--- src/rtl/chatter_counter.sv ---
// chatter_counter: debounces one mechanical push-button.
//
// A raw, asynchronous, bouncing button input is synchronised through two flops
// and then qualified by a stability counter. A new level is accepted only after
// it has been seen on every one of DEBOUNCE_CYCLES consecutive edges. Press and
// release are qualified the same way. A toggle flop flips on each qualified
// press, giving a press-to-toggle enable.
//
// Parameters:
//   DEBOUNCE_CYCLES  consecutive stable cycles needed to accept a level (>= 1)
//   CNT_WIDTH        stability counter width, 2**CNT_WIDTH > DEBOUNCE_CYCLES-1
//
// Ports:
//   chatterclock  in   system clock, rising edge
//   reset         in   asynchronous active-high reset, clears all state to 0
//   switchin      in   raw button input, 1 = pressed
//   ispressed     out  debounced level, registered
//   enabled       out  toggle state, flips on each debounced press, registered
//
// Build option:
//   CHATTER_ACTIVE_LOW_EN  when defined, switchin is inverted before the
//                          synchroniser (pull-up buttons, 0 at the pin = pressed).
//                          Reset values stay 0 ("not pressed").

module chatter_counter #(
    parameter int unsigned DEBOUNCE_CYCLES = 250000,
    parameter int unsigned CNT_WIDTH       = 18
) (
    input  logic chatterclock,
    input  logic reset,
    input  logic switchin,
    output logic ispressed,
    output logic enabled
);

    localparam logic [CNT_WIDTH-1:0] CntMax = CNT_WIDTH'(DEBOUNCE_CYCLES - 1);

    logic                 sw_in;
    logic                 sync1_q;
    logic                 sync2_q;
    logic [CNT_WIDTH-1:0] cnt_q;
    logic [CNT_WIDTH-1:0] cnt_d;
    logic                 pressed_d;
    logic                 enabled_d;

`ifdef CHATTER_ACTIVE_LOW_EN
    assign sw_in = ~switchin;
`else
    assign sw_in = switchin;
`endif

    // Stability qualification. Any cycle where the synchronised input agrees
    // with the accepted level restarts the count; there is no partial credit.
    always_comb begin
        cnt_d     = '0;
        pressed_d = ispressed;
        enabled_d = enabled;
        if (sync2_q != ispressed) begin
            if (cnt_q == CntMax) begin
                pressed_d = sync2_q;
                // Only a 0->1 acceptance toggles; releases leave enabled alone.
                if (sync2_q) begin
                    enabled_d = ~enabled;
                end
            end else begin
                cnt_d = cnt_q + CNT_WIDTH'(1);
            end
        end
    end

    always_ff @(posedge chatterclock or posedge reset) begin
        if (reset) begin
            sync1_q   <= 1'b0;
            sync2_q   <= 1'b0;
            cnt_q     <= '0;
            ispressed <= 1'b0;
            enabled   <= 1'b0;
        end else begin
            sync1_q   <= sw_in;
            sync2_q   <= sync1_q;
            cnt_q     <= cnt_d;
            ispressed <= pressed_d;
            enabled   <= enabled_d;
        end
    end

endmodule

--- config.mk ---
export PLATFORM = sky130hd
export DESIGN_NAME = chatter_counter
export DESIGN_NICKNAME = d
export VERILOG_FILES = /design/src/rtl/chatter_counter.sv
export SDC_FILE = /design/constraint.sdc
export NUM_CORES = 1
export LEC_CHECK = 0
export BUFFER_PORTS_ARGS = -buffer_cell sky130_fd_sc_hd__buf_2
export CAP_MARGIN = 15
export CORE_MARGIN = 4
export CORE_UTILIZATION = 50
export CTS_CLUSTER_DIAMETER = 150
export DETAILED_ROUTE_END_ITERATION = 6
export PLACE_DENSITY = 0.67
export RECOVER_POWER = 50
export SYNTH_ARGS = -nofsm -noshare
export SYNTH_HDL_FRONTEND = slang
export SYNTH_SLANG_ARGS = --single-unit
--- constraint.sdc ---
create_clock -name chatterclock -period 2.6 [get_ports chatterclock]
set_input_delay 0.13 -clock chatterclock [delete_from_list [all_inputs] [get_ports chatterclock]]
set_output_delay 0.13 -clock chatterclock [all_outputs]
set_load 0.01 [all_outputs]
[Yosys cells after proc, flatten, opt, wreduce, memory -nomap -nowiden]
Cells that the tools add are included.
Word-level totals
  memories kept: 0
  RAM bits: 0
  memory bits (read-only): 0
  flip-flop bits (word level): 22
  bits in latches: 0
Cells by class
  bitwise operators: 1
  mux-type cells: 2
  $add $sub $neg: 1
  shifts and indexed selects: 0
  multiply operators: 0
  divide/modulo/power cells: 0
  equality and inequality tests: 2
  reduce and logical (&&, ||, !) cells: 2
  $lt $le $gt $ge: 0
Operators with widths (number)
  18-bit two-way mux: 2
  18-bit by 1-bit adder with 18-bit output, second input constant: 1
  18-bit equality test, second input constant: 1
  3-bit AND reduction: 1
  2-bit AND reduction: 1
  1-bit != test: 1
  1-bit inverter: 1

[Logic depth before layout (Yosys ltp)]
Gate-level depths: netlist of run 1.
  depth after elaboration: 3
  depth in mapped cells: 6

[Worst setup path after synthesis of run 1]
No wires, ideal clock.
  path kind: register -> register
  start: reg cnt_q[11]
  end: reg cnt_q[12]
  period minus slack after synthesis: 1.799 ns
  buffers on the path: 2
  cell stages (with the launch flop): 7
  data required time: 2.481 ns
  path slack: 0.801 ns
  data arrival time: 1.680 ns
  cell sequence: dfrtp_1 -> or4_4 -> nor4_4 -> a21o_1 -> buf_6 -> buf_12 -> nor2_1
On the way
  cells in the longest elaborated chain, start to end: 3
RTL lines
  start, declared: line 41  | logic [CNT_WIDTH-1:0] cnt_q;
  start signal, assigned: line 81  | cnt_q <= cnt_d;
  18-bit by 1-bit adder with 18-bit output or 18-bit equality test (tied branches): line 66, 59
  18-bit two-way mux *: line 59  | if (cnt_q == CntMax) begin
  18-bit two-way mux *: line 58  | if (sync2_q != ispressed) begin
  via cnt_d[12]: line 42  | logic [CNT_WIDTH-1:0] cnt_d;
Mark *: on every way through the listed nets, which the timed path passes. The rest lies on a longest branch.
A chain may end at the register's enable or synchronous reset.

[Worst setup path after layout of run 1]
  start: reg cnt_q[11]
  end: reg cnt_q[6]
On the way
  cells in the longest elaborated chain, start to end: 3
RTL lines (line)
  18-bit equality test: 59
  18-bit two-way mux: 59
  18-bit two-way mux: 58
  via cnt_d[6]: 42
The timed path passes the listed nets, and every way through them passes these cells.

==> impl_summary.txt, run 1 <==
----------------------------------------------------
[Logic synthesis]
  Cell variety after synth ... 24
  Post-synth net total ... 110
  Leading post-synthesis cells by cell area ... dfrtp_1, nor2_1, xnor2_1
  Syn Area/Cell ... 10.4 sq um
  Top-area cell type share of the netlist area ... 0.505
  Count of state elements after synthesis ... 22
  Area leader, netlist ... dfrtp_1
  Cell count after synthesis ... around 110
  Warnings, synthesis ... 0
  Sequential area share after synthesis ... 0.505
  Netlist area before placement ... 1090 sq um

[Final layout]
  Net count, final ... 118
  Layout cell share with drive strength beyond 1 ... 0.0991
  Leading cell types in the layout, fill and taps excluded ... dfrtp_1, nor2_1, nand3_1
  Fin cells ... 138
  Number of diodes ... 0
  Most common library cell in the layout ignoring fill and taps ... dfrtp_1
  Area growth syn-to-layout ... 5.05%

[Status]
  Violated checks ... negative hold slack
  Status ... finished, violations left

[Global routing]
  First-pass GRT wire length ... 3480 um
  Global Route Usage Sum ... 0.167
  Grt total ovfl ... 0
  Number of global-route vias before repair ... 794
  Largest net degree at the start of global routing ... 23
  Antenna violations before repair ... 0

[Timing]
  Final count of hold timing violations ... 22
  Post-route setup TNS ... 0 ps
  Final-report max-slew violation count ... 0
  Worst relative slew slack ... 0.464
  Slew at the pin closest to its max-slew limit ... 803 ps
  Min Tclk post-route ... 2120 ps
  Post-route fraction of the period consumed by the critical path ... 0.815
  Final setup violating endpoints ... 0
  Clock tree skew after final layout ... 5.98 ps
  Setup repair after global routing missed its margin ... no
  Min Hold Slack ... -32.9 ps
  Setup ws final ... 482 ps
  Maximum achievable frequency ... 472 MHz

[Place]
  Worst slack at placement ... 488 ps
  Number of buffers added on ports ... 4
  Number of placed cells counting well taps ... 134
  Post-DP HPWL ... about 1400 um
  RePlAce Congestion ... 0.851

[Floorplanning]
  Die footprint ... 2990 sq um
  Horizontal extent of the die ... 54.7 um
  Number of top-level pins ... 5
  Effective utilization at floorplan ... 0.540
  Vertical extent of the die ... between 50 and 60 um
  Area of the placeable core ... between 2000 and 2500 sq um
  # rows ... 16

[CTS]
  Master cell of the clock root buffer ... clkbuf_4
  Number of H-tree branching levels ... 1
  TritonCTS clock tree ... yes
  Maximum buffer depth of the clock tree ... 2
  Post-CTS setup buffer count ... 0
  Clock Pin Slew Worst Setup and Hold Paths ... 110 ps
  Worst-skew pair later-pin latency ... 300 ps
  Post_cts resized ... 0
  Number of sinks on the clock net ... 22
  Number of CTS-inserted buffers ... 3

[Setup path]
  Critical path's slowest cell ... or4_4
  Arrival time worst endpoint ... between 2000 and 2500 ps
  Worst R2R Path Depth ... 4
  Max FO, Critical Path ... 17
  Startpoint type of the worst setup path ... flip-flop
  RR Endpoint ... cnt_q[6]
  RR Startpoint ... cnt_q[11]
  Required @ worst endpoint ... 2780 ps
  Capturing element type of the critical path ... flip-flop
  Critical Path Max Stage Delay ... 570 ps
  Setup slack, reg-to-reg ... 480 ps
  Critical setup path kind ... reg2reg
  Cell chain of the critical path ... or4_4 -> nor4_4 -> a21o_1 -> nor2_1

[Route]
  Number of detailed-route iterations in the first pass ... 5
  Routed via count divided by cell count ... around 5.7
  Final routed wirelength across all metal layers ... 1980 um
  Detail-routed net length per standard cell ... 14.3 um
  Via count ... 785
  Number of remaining DRC errors ... 0
  Detailed Route Iter0 Violations ... 14
  Antenna-violating nets left ... 0

[Power and ir drop]
  Internal power consumption ... 408 uW
  Net switching component of the power ... 113 uW
  Part of the total power dissipated in combinational logic ... 0.042
  Worst-case vdd ir drop ... 0.296 mV
  Share of power burned in registers ... 0.677
  Leakage power ... between 0.4 and 0.5 nW
  Power density of the placed cells ... approximately 450 nW/um^2
  Portion of total power attributed to the clock network ... 0.281
  Switching power as a share of total power ... 0.217

[Job]
  Max-cap check violation count ... 0

[Hold path]
  Worst min-delay path category ... in2async

----------------------------------------------------
## critical path: cells and delay by family, from the launching register on
family | cells | cell delay (ps)
and+or+nand+nor | 3 | 1030
AOI/OAI and AO/OA | 1 | 520
DFF | 1 | 450
## state kept, by name, indices dropped and copies added, names as in the netlist
| name | flops |
|---|---|
| sync2_q | 1 |
| ispressed | 1 |
| cnt_q | 18 |
| enabled | 1 |
| sync1_q | 1 |
## per-layer routing
layer,vias up,GRT usage,wire (um)
met5,-,0,0
met4,0,0.0913,35
met3,5,0.0272,81
met2,16,0.260,954
met1,381,0.220,904
li1,383,-,-
## final cells by class
type / instances / area [sq um]
inverters: 3 / 11.3
clock buffers: 3 / 22.5
fillers: 190 / 876
well taps: 27 / 33.8
flip-flops and latches: 22 / 551
multi-input cells: 78 / 498
repair buffers: 5 / 30.0
## power groups by stage
stage	combinational [mW]	sequential (mW)	clock [mW]
after floorplan	0.0208	0.358	0
after global placement	0.0211	0.359	0
after detailed placement	0.0218	0.359	0
after CTS	0.0229	0.353	0.150
after global routing	0.0259	0.354	0.172
final	0.0221	0.353	0.146
## cell families after synthesis
kind of cell,after synthesis,share of synthesized area
AO/OA/AOI/OAI,7,0.0401
XOR/XNOR,15,0.120
flip-flops,22,0.505
adder cells (fa/ha/maj),2,0.0229
AND/OR/NAND/NOR,54,0.273
buffers and inverters,5,0.0390
## synthesized netlist by cell type
cell	instances
dfrtp_1	22
nor2_1	20
nand3_1	10
xnor2_1	8
xor2_1	7
nand2_1	6
nand4_1	5
a21oi_1	3
and4_1	3
inv_1	3
or4_1	3
ha_1	2
nor4_1	2
a21o_1	1
a31o_2	1
and4_2	1
buf_12	1
buf_6	1
nor3_1	1
nor4_4	1
o21ai_0	1
o31ai_1	1
or4_4	1
or4b_1	1
## how the worst max path moves through the flow
| stage | cells after the start | start | slack (ps) | endpoint |
|---|---|---|---|---|
| after global routing | 4 | cnt_q[11] | 320 | cnt_q[10] |
| after floorplan | 6 | cnt_q[11] | 800 | cnt_q[12] |
| after detailed placement | 4 | cnt_q[11] | 490 | cnt_q[14] |
| after global placement | 4 | cnt_q[11] | 570 | cnt_q[12] |
| final | 4 | cnt_q[11] | 480 | cnt_q[6] |
| after CTS | 4 | cnt_q[11] | 460 | cnt_q[14] |
## through the flow
| step | utilization | total power, mW | instance area, sq um |
|---|---|---|---|
| after floorplan | - | 0.379 | 1090 |
| after global placement | 0.551 | 0.380 | 1110 |
| after detailed placement | 0.551 | 0.381 | 1110 |
| after CTS | 0.567 | 0.526 | 1150 |
| after global routing | 0.567 | 0.552 | 1150 |
| final | 0.567 | 0.521 | 1150 |
## what timing repair did
item                                    CTS  global route
hold buffers                              1             0
hold endpoints to repair                  1             0
endpoints found under the setup margin    0             0
Power figures use the tool's default switching activity.
==> run 2: changes to the inputs <==
--- a/config.mk
+++ b/config.mk
@@ -5,13 +5,14 @@
 export SDC_FILE = /design/constraint.sdc
 export NUM_CORES = 1
 export LEC_CHECK = 0
+export ABC_AREA = 1
 export BUFFER_PORTS_ARGS = -buffer_cell sky130_fd_sc_hd__buf_2
 export CAP_MARGIN = 15
 export CORE_MARGIN = 4
 export CORE_UTILIZATION = 50
 export CTS_CLUSTER_DIAMETER = 150
 export DETAILED_ROUTE_END_ITERATION = 6
-export PLACE_DENSITY = 0.67
+export PLACE_DENSITY = 0.69
 export RECOVER_POWER = 50
 export SYNTH_ARGS = -nofsm -noshare
 export SYNTH_HDL_FRONTEND = slang
==> constraint.sdc (replaced) <==
create_clock -name chatterclock -period 1.85 [get_ports chatterclock]
set_input_delay 0.0925 -clock chatterclock [delete_from_list [all_inputs] [get_ports chatterclock]]
set_output_delay 0.0925 -clock chatterclock [all_outputs]
set_load 0.01 [all_outputs]
==> impl_summary.txt, run 2 <==
----------------------------------------------------
[CTS]
  Number of sinks on the clock net ... 22 (unchanged)
  Master cell of the clock root buffer ... clkbuf_4
  Number of CTS-inserted buffers ... 3 (unchanged)
  Number of H-tree branching levels ... 1 (unchanged)
  Post-CTS setup buffer count ... 0 (unchanged)
  TritonCTS clock tree ... yes
  Quantity of hold-fixing buffers added after cts ... 2 (+1)
  Post_cts resized ... 0 (unchanged)
  Worst-skew pair later-pin latency ... 290 ps (about the same)
  Maximum buffer depth of the clock tree ... 2 (unchanged)
  Clock Pin Slew Worst Setup and Hold Paths ... 110 ps (about the same)

[Floorplanning]
  Area of the placeable core ... 2190 sq um (+8.4%)
  Number of top-level pins ... 5 (unchanged)
  # rows ... 17 (+1)
  Vertical extent of the die ... 55.9 um (+2.2%)
  Die footprint ... 3130 sq um (+4.4%)
  Horizontal extent of the die ... 55.9 um (+2.2%)
  Effective utilization at floorplan ... 0.524 (-0.0159)

[Global routing]
  Global Route Usage Sum ... 0.145 (-0.0222)
  First-pass GRT wire length ... 3620 um (+4.0%)
  Largest net degree at the start of global routing ... 23 (unchanged)
  Grt total ovfl ... 0 (unchanged)
  Number of global-route vias before repair ... 868 (+9.3%)
  Antenna violations before repair ... 0 (unchanged)

[Status]
  Status ... finished clean

[Setup path]
  Required @ worst endpoint ... 2030 ps (-750 ps)
  Startpoint type of the worst setup path ... flip-flop
  RR Endpoint ... cnt_q[12]
  Worst R2R Path Depth ... 6 (+2)
  Critical setup path kind ... reg2reg
  Arrival time worst endpoint ... 1720 ps (-570 ps)
  Capturing element type of the critical path ... flip-flop
  RR Startpoint ... cnt_q[0]
  Logic depth of the worst path, buffers included ... 6 (+2)
  Critical Path End ... cnt_q[12]
  Cell chain of the critical path ... ha_1 -> nand3_1 -> nor2_1 -> nand2_1 -> nand2_1 -> nor2_1
  Worst setup path startpoint ... cnt_q[0]
  Critical Path Max Stage Delay ... 390 ps (-180 ps)
  Max FO, Critical Path ... 7 (-10)
  Buf/Inv on CP ... 0 (unchanged)
  Critical path's slowest cell ... dfrtp_1
  Setup slack, reg-to-reg ... 320 ps (-160 ps)
  Top cell family by delay on the critical path ... simple AND/OR/NAND/NOR gates

[Route]
  Detail-routed net length per standard cell ... 10.9 um (-24%)
  Via count ... 914 (+16%)
  Number of remaining DRC errors ... 0 (unchanged)
  Detailed Route Iter0 Violations ... 15 (+1)
  Antenna-violating nets left ... 0 (unchanged)
  Final routed wirelength across all metal layers ... 1990 um (+0.71%)
  Routed via count divided by cell count ... 5.02 (-12%)
  Number of detailed-route iterations in the first pass ... 4 (-1)

[Final layout]
  Filler cell count ... 203 (+6.8%)
  Register with the highest flop count ... cnt_q
  Area taken by multi-input logic gates ... 518 sq um (+4.0%)
  Net count, final ... 161 (+36%)
  Layout cell share with drive strength beyond 1 ... 0.0974 (-0.00170)
  Number of diodes ... 0 (unchanged)
  Most common library cell in the layout ignoring fill and taps ... nor2_1
  Leading cell types in the layout, fill and taps excluded ... nor2_1, nand2_1, dfrtp_1
  Area occupied by registers ... 551 sq um (unchanged)
  Largest register FFs ... 18 (unchanged)
  Area growth syn-to-layout ... 7.85%

[Logic synthesis]
  Area leader, netlist ... dfrtp_1
  Syn Area/Cell ... 7.91 sq um (-24%)
  Cell count after synthesis ... 145 (+38%)
  Share of flip-flops with an asynchronous set or reset ... 1.00 (unchanged)
  Leading post-synthesis cells by cell area ... dfrtp_1, nor2_1, nand2_1
  Most instantiated library cell after synthesis ... nor2_1
  Top cells by count, synth ... nor2_1, nand2_1, dfrtp_1
  Cell variety after synth ... 17 (-29%)
  Top-area cell type share of the netlist area ... 0.480 (-0.0248)
  EDFF count, synth ... 0 (unchanged)
  Ys flop type ... dfrtp_1
  Netlist area before placement ... 1150 sq um (+5.2%)
  Count of state elements after synthesis ... 22 (unchanged)
  Sequential area share after synthesis ... 0.480 (-0.0248)
  Warnings, synthesis ... 0 (unchanged)
  Post-synth net total ... 150 (+36%)

[Timing]
  Setup ws final ... 318 ps (-163 ps)
  Maximum achievable frequency ... 653 MHz (+38%)
  Slew at the pin closest to its max-slew limit ... 1170 ps (+363 ps)
  Post-route fraction of the period consumed by the critical path ... 0.828 (+0.0132)
  Final count of hold timing violations ... 0 (-100%)
  Post-route setup TNS ... 0 ps (unchanged)
  Final setup violating endpoints ... 0 (unchanged)
  Clock tree skew after final layout ... 0.964 ps (-5.02 ps)
  Final-report max-slew violation count ... 0 (unchanged)
  Setup repair after global routing missed its margin ... no
  Worst relative slew slack ... 0.223 (-0.241)
  Min Tclk post-route ... 1530 ps (-587 ps)

[Place]
  Number of buffers added on ports ... 4 (unchanged)
  RePlAce Congestion ... 0.859 (+0.99%)
  Worst slack at placement ... 347 ps (-141 ps)
  Post-DP HPWL ... 1540 um (+9.3%)

[Hold path]
  Worst min-delay path category ... reg2reg

[Power and ir drop]
  Leakage power ... 0.557 nW (+16%)
  Worst-case vdd ir drop ... 0.422 mV (+42%)
  Power density of the placed cells ... 590 nW/um^2 (+30%)
  Total power ... 730 uW (+40%)

[Job]
  Max-cap check violation count ... 0 (unchanged)

----------------------------------------------------
## run 2: kinds of logic after synthesis
family	Yosys count	share of synthesized area
flip-flops	22	0.480
XOR/XNOR	10	0.0763
adder cells (fa/ha/maj)	2	0.0218
buffers and inverters	19	0.0687
AO/OA/AOI/OAI	5	0.0240
AND/OR/NAND/NOR	87	0.329
## run 2: area by class of cell
type,instances,share of cell area
inverters,18,0.0546
repair buffers,7,0.0354
multi-input cells,104,0.419
clock buffers,3,0.0182
well taps,28,0.0283
flip-flops and latches,22,0.445
## run 2: worst min path at each step
stage                       start   endpoint  slack [ps]  cells after the start
after floorplan             reset   cnt_q[0]          80                      1
after global placement      reset   cnt_q[0]         140                      3
after detailed placement    reset   cnt_q[1]         140                      3
after CTS                   reset  ispressed         360                      4
after global routing      sync1_q    sync2_q         420                      0
final                     sync1_q    sync2_q         380                      0
## run 2: stage by stage
stage / hold slack, ps / utilization / instance area (sq um) / std cells
after floorplan: 81.7 / - / 1150 / 145
final: 381 / 0.565 / 1240 / 182
after CTS: 362 / 0.567 / 1240 / 182
after detailed placement: 139 / 0.547 / 1200 / 177
after global routing: 416 / 0.565 / 1240 / 182
after global placement: 138 / 0.547 / 1200 / 177
## run 2: where the power goes
part	switching, mW	internal [mW]	leakage, nW
clock network	0.128	0.0757	0.0138
logic	0.0222	0.0112	0.243
registers	0.00471	0.488	0.300
## run 2: metal layers
metal / wire, um / GRT usage / vias to the layer above
met4: 53 / 0.0881 / 0
met3: 102 / 0.0302 / 6
met1: 924 / 0.188 / 419
met5: 0 / 0 / -
li1: - / - / 467
met2: 909 / 0.221 / 22
==> run 3: changes to the inputs <==
--- a/config.mk
+++ b/config.mk
@@ -12,7 +12,7 @@
 export CORE_UTILIZATION = 50
 export CTS_CLUSTER_DIAMETER = 150
 export DETAILED_ROUTE_END_ITERATION = 6
-export PLACE_DENSITY = 0.69
+export PLACE_DENSITY = 0.67
 export RECOVER_POWER = 50
 export SYNTH_ARGS = -nofsm -noshare
 export SYNTH_HDL_FRONTEND = slang
==> constraint.sdc (replaced) <==
create_clock -name chatterclock -period 1.45 [get_ports chatterclock]
set_input_delay 0.0725 -clock chatterclock [delete_from_list [all_inputs] [get_ports chatterclock]]
set_output_delay 0.0725 -clock chatterclock [all_outputs]
set_load 0.01 [all_outputs]
==> impl_summary.txt, run 3 (synthesis results as in run 2) <==
----------------------------------------------------
[Status]
  Status ... finished clean

[Setup path]
  Most used cell, CP ... nor2_1
  Required @ worst endpoint ... 1660 ps (-370 ps)
  Max FO, Critical Path ... 3 (-4)
  Critical path's slowest cell ... dfrtp_1
  Startpoint type of the worst setup path ... flip-flop
  Arrival time worst endpoint ... 1530 ps (-190 ps)
  Worst R2R Path Depth ... 8 (+2)
  Critical Path Max Stage Delay ... 420 ps (+30 ps)
  Buf/Inv on CP ... 2 (+2)
  Critical setup path kind ... reg2reg
  Cell chain of the critical path ... ha_4 -> nand3_2 -> inv_2 -> nand2_2 -> inv_1 -> nand3_1 -> nor2_1 -> nor2_1
  RR Startpoint ... cnt_q[0]
  Capturing element type of the critical path ... flip-flop
  RR Endpoint ... cnt_q[14]
  Setup slack, reg-to-reg ... 120 ps (-200 ps)
  Top cell family by delay on the critical path ... simple AND/OR/NAND/NOR gates

[Floorplanning]
  Area of the placeable core ... 2190 sq um (unchanged)
  # rows ... 17 (unchanged)
  Die footprint ... 3130 sq um (unchanged)
  Horizontal extent of the die ... 55.9 um (unchanged)
  Number of top-level pins ... 5 (unchanged)
  Vertical extent of the die ... 55.9 um (unchanged)
  Effective utilization at floorplan ... 0.524 (unchanged)

[Timing]
  Min Tclk post-route ... 1330 ps (-204 ps)
  Setup ws final ... 122 ps (-196 ps)
  Slew at the pin closest to its max-slew limit ... 534 ps (-631 ps)
  Final count of hold timing violations ... 0 (unchanged)
  Post-route setup TNS ... 0 ps (unchanged)
  Post-route fraction of the period consumed by the critical path ... 0.916 (+0.0880)
  Worst relative slew slack ... 0.644 (+0.421)
  Clock tree skew after final layout ... 8.19 ps (+7.22 ps)
  Final setup violating endpoints ... 0 (unchanged)
  Min Hold Slack ... 362 ps (-19.0 ps)
  Maximum achievable frequency ... 753 MHz (+15%)
  Setup repair after global routing missed its margin ... no
  Final-report max-slew violation count ... 0 (unchanged)

[Place]
  Post-DP HPWL ... 1800 um (+17%)
  Worst slack at placement ... -47.8 ps (-395 ps)
  RePlAce Congestion ... 0.901 (+4.9%)
  Number of buffers added on ports ... 4 (unchanged)

[CTS]
  Number of CTS-inserted buffers ... 3 (unchanged)
  Maximum buffer depth of the clock tree ... 2 (unchanged)
  Number of H-tree branching levels ... 1 (unchanged)
  TritonCTS clock tree ... yes
  Number of sinks on the clock net ... 22 (unchanged)
  Worst-skew pair later-pin latency ... 300 ps (about the same)
  Master cell of the clock root buffer ... clkbuf_4
  Clock Pin Slew Worst Setup and Hold Paths ... 120 ps (about the same)

[Route]
  Routed via count divided by cell count ... 4.94 (-1.7%)
  Final routed wirelength across all metal layers ... 2280 um (+15%)
  Number of remaining DRC errors ... 0 (unchanged)
  Detail-routed net length per standard cell ... 12.0 um (+9.8%)
  Antenna-violating nets left ... 0 (unchanged)
  Number of detailed-route iterations in the first pass ... 4 (unchanged)
  Via count ... 938 (+2.6%)
  Detailed Route Iter0 Violations ... 14 (-1)

[Hold path]
  Source of the worst hold timing path ... sync1_q
  Worst hold path cell count ... 0 (unchanged)
  Worst min-delay path category ... reg2reg
  End point of the most critical hold path ... sync2_q

[Global routing]
  Antenna violations before repair ... 0 (unchanged)
  Largest net degree at the start of global routing ... 23 (unchanged)
  Global Route Usage Sum ... 0.164 (+0.0188)
  Grt total ovfl ... 0 (unchanged)
  Number of global-route vias before repair ... 960 (+11%)
  First-pass GRT wire length ... 4080 um (+13%)

[Final layout]
  Layout cell share with drive strength beyond 1 ... 0.191 (+0.0940)
  Net count, final ... 169 (+5.0%)
  Area growth syn-to-layout ... 16.2%
  Largest register FFs ... 18 (unchanged)
  Number of diodes ... 0 (unchanged)
  Most common library cell in the layout ignoring fill and taps ... nor2_1
  Leading cell types in the layout, fill and taps excluded ... nor2_1, nand2_1, dfrtp_1
  Register with the highest flop count ... cnt_q
  Filler cell count ... 209 (+3.0%)

[Power and ir drop]
  Leakage power ... 0.598 nW (+7.5%)
  Total power ... 955 uW (+31%)
  Worst-case vdd ir drop ... 0.620 mV (+47%)
  Power density of the placed cells ... 716 nW/um^2 (+21%)

[Job]
  Max-cap check violation count ... 0 (unchanged)

----------------------------------------------------
-- run 3: changes by cell type in the layout (fill, tap and decap cells not counted), moves of 2 or more --
cell     change
nand3_1      -2
nand3_2      +2
buf_4        +8
nor2_1       -2
-- run 3: metrics by stage --
stage	cells	cell area (sq um)	util
global route	190	1330	0.609
detailed placement	184	1250	0.571
finish	190	1330	0.609
global placement	184	1250	0.571
CTS	189	1300	0.592
floorplan	145	1150	-
-- run 3: worst max-delay path by stage --
| stage | start | to | slack [ps] | depth (start not counted) |
|---|---|---|---|---|
| final | cnt_q[0] | cnt_q[14] | 120 | 8 |
| after global placement | cnt_q[0] | cnt_q[12] | 60 | 6 |
| after floorplan | cnt_q[0] | cnt_q[12] | 160 | 6 |
| after detailed placement | cnt_q[0] | cnt_q[12] | -50 | 6 |
| after global routing | cnt_q[0] | cnt_q[10] | 6 | 9 |
| after CTS | cnt_q[0] | cnt_q[12] | -0.4 | 6 |
-- run 3: cell type report --
type,count,area (sq um),area share
Tap cell,28,35.0,0.0263
Clock buffer,3,22.5,0.0169
Sequential cell,22,551,0.413
Timing Repair Buffer,15,105,0.0788
Inverter,18,67.6,0.0507
Multi-Input combinational cell,104,553,0.415
-- run 3: what timing repair did --
item	in CTS	in global routing
resized for setup	1	8
hold buffers	2	0
pin swaps	0	2
endpoints found under the hold margin	23	0
endpoints found under the setup margin	8	15
setup buffers	0	1
-- run 3: power breakdown --
group          internal, mW  switching, mW  total, mW
clock network        0.0966          0.174      0.270
logic                0.0218         0.0315     0.0533
registers             0.623        0.00901      0.632
total                 0.741          0.214      0.955
-- run 3: per-layer routing --
metal  GRT usage  routed length [um]  vias up
met2       0.274                1140       13
met4      0.0576                  42        0
met3      0.0348                  59        6
li1            -                   -      484
met1       0.209                1040      435
met5           0                   0        -
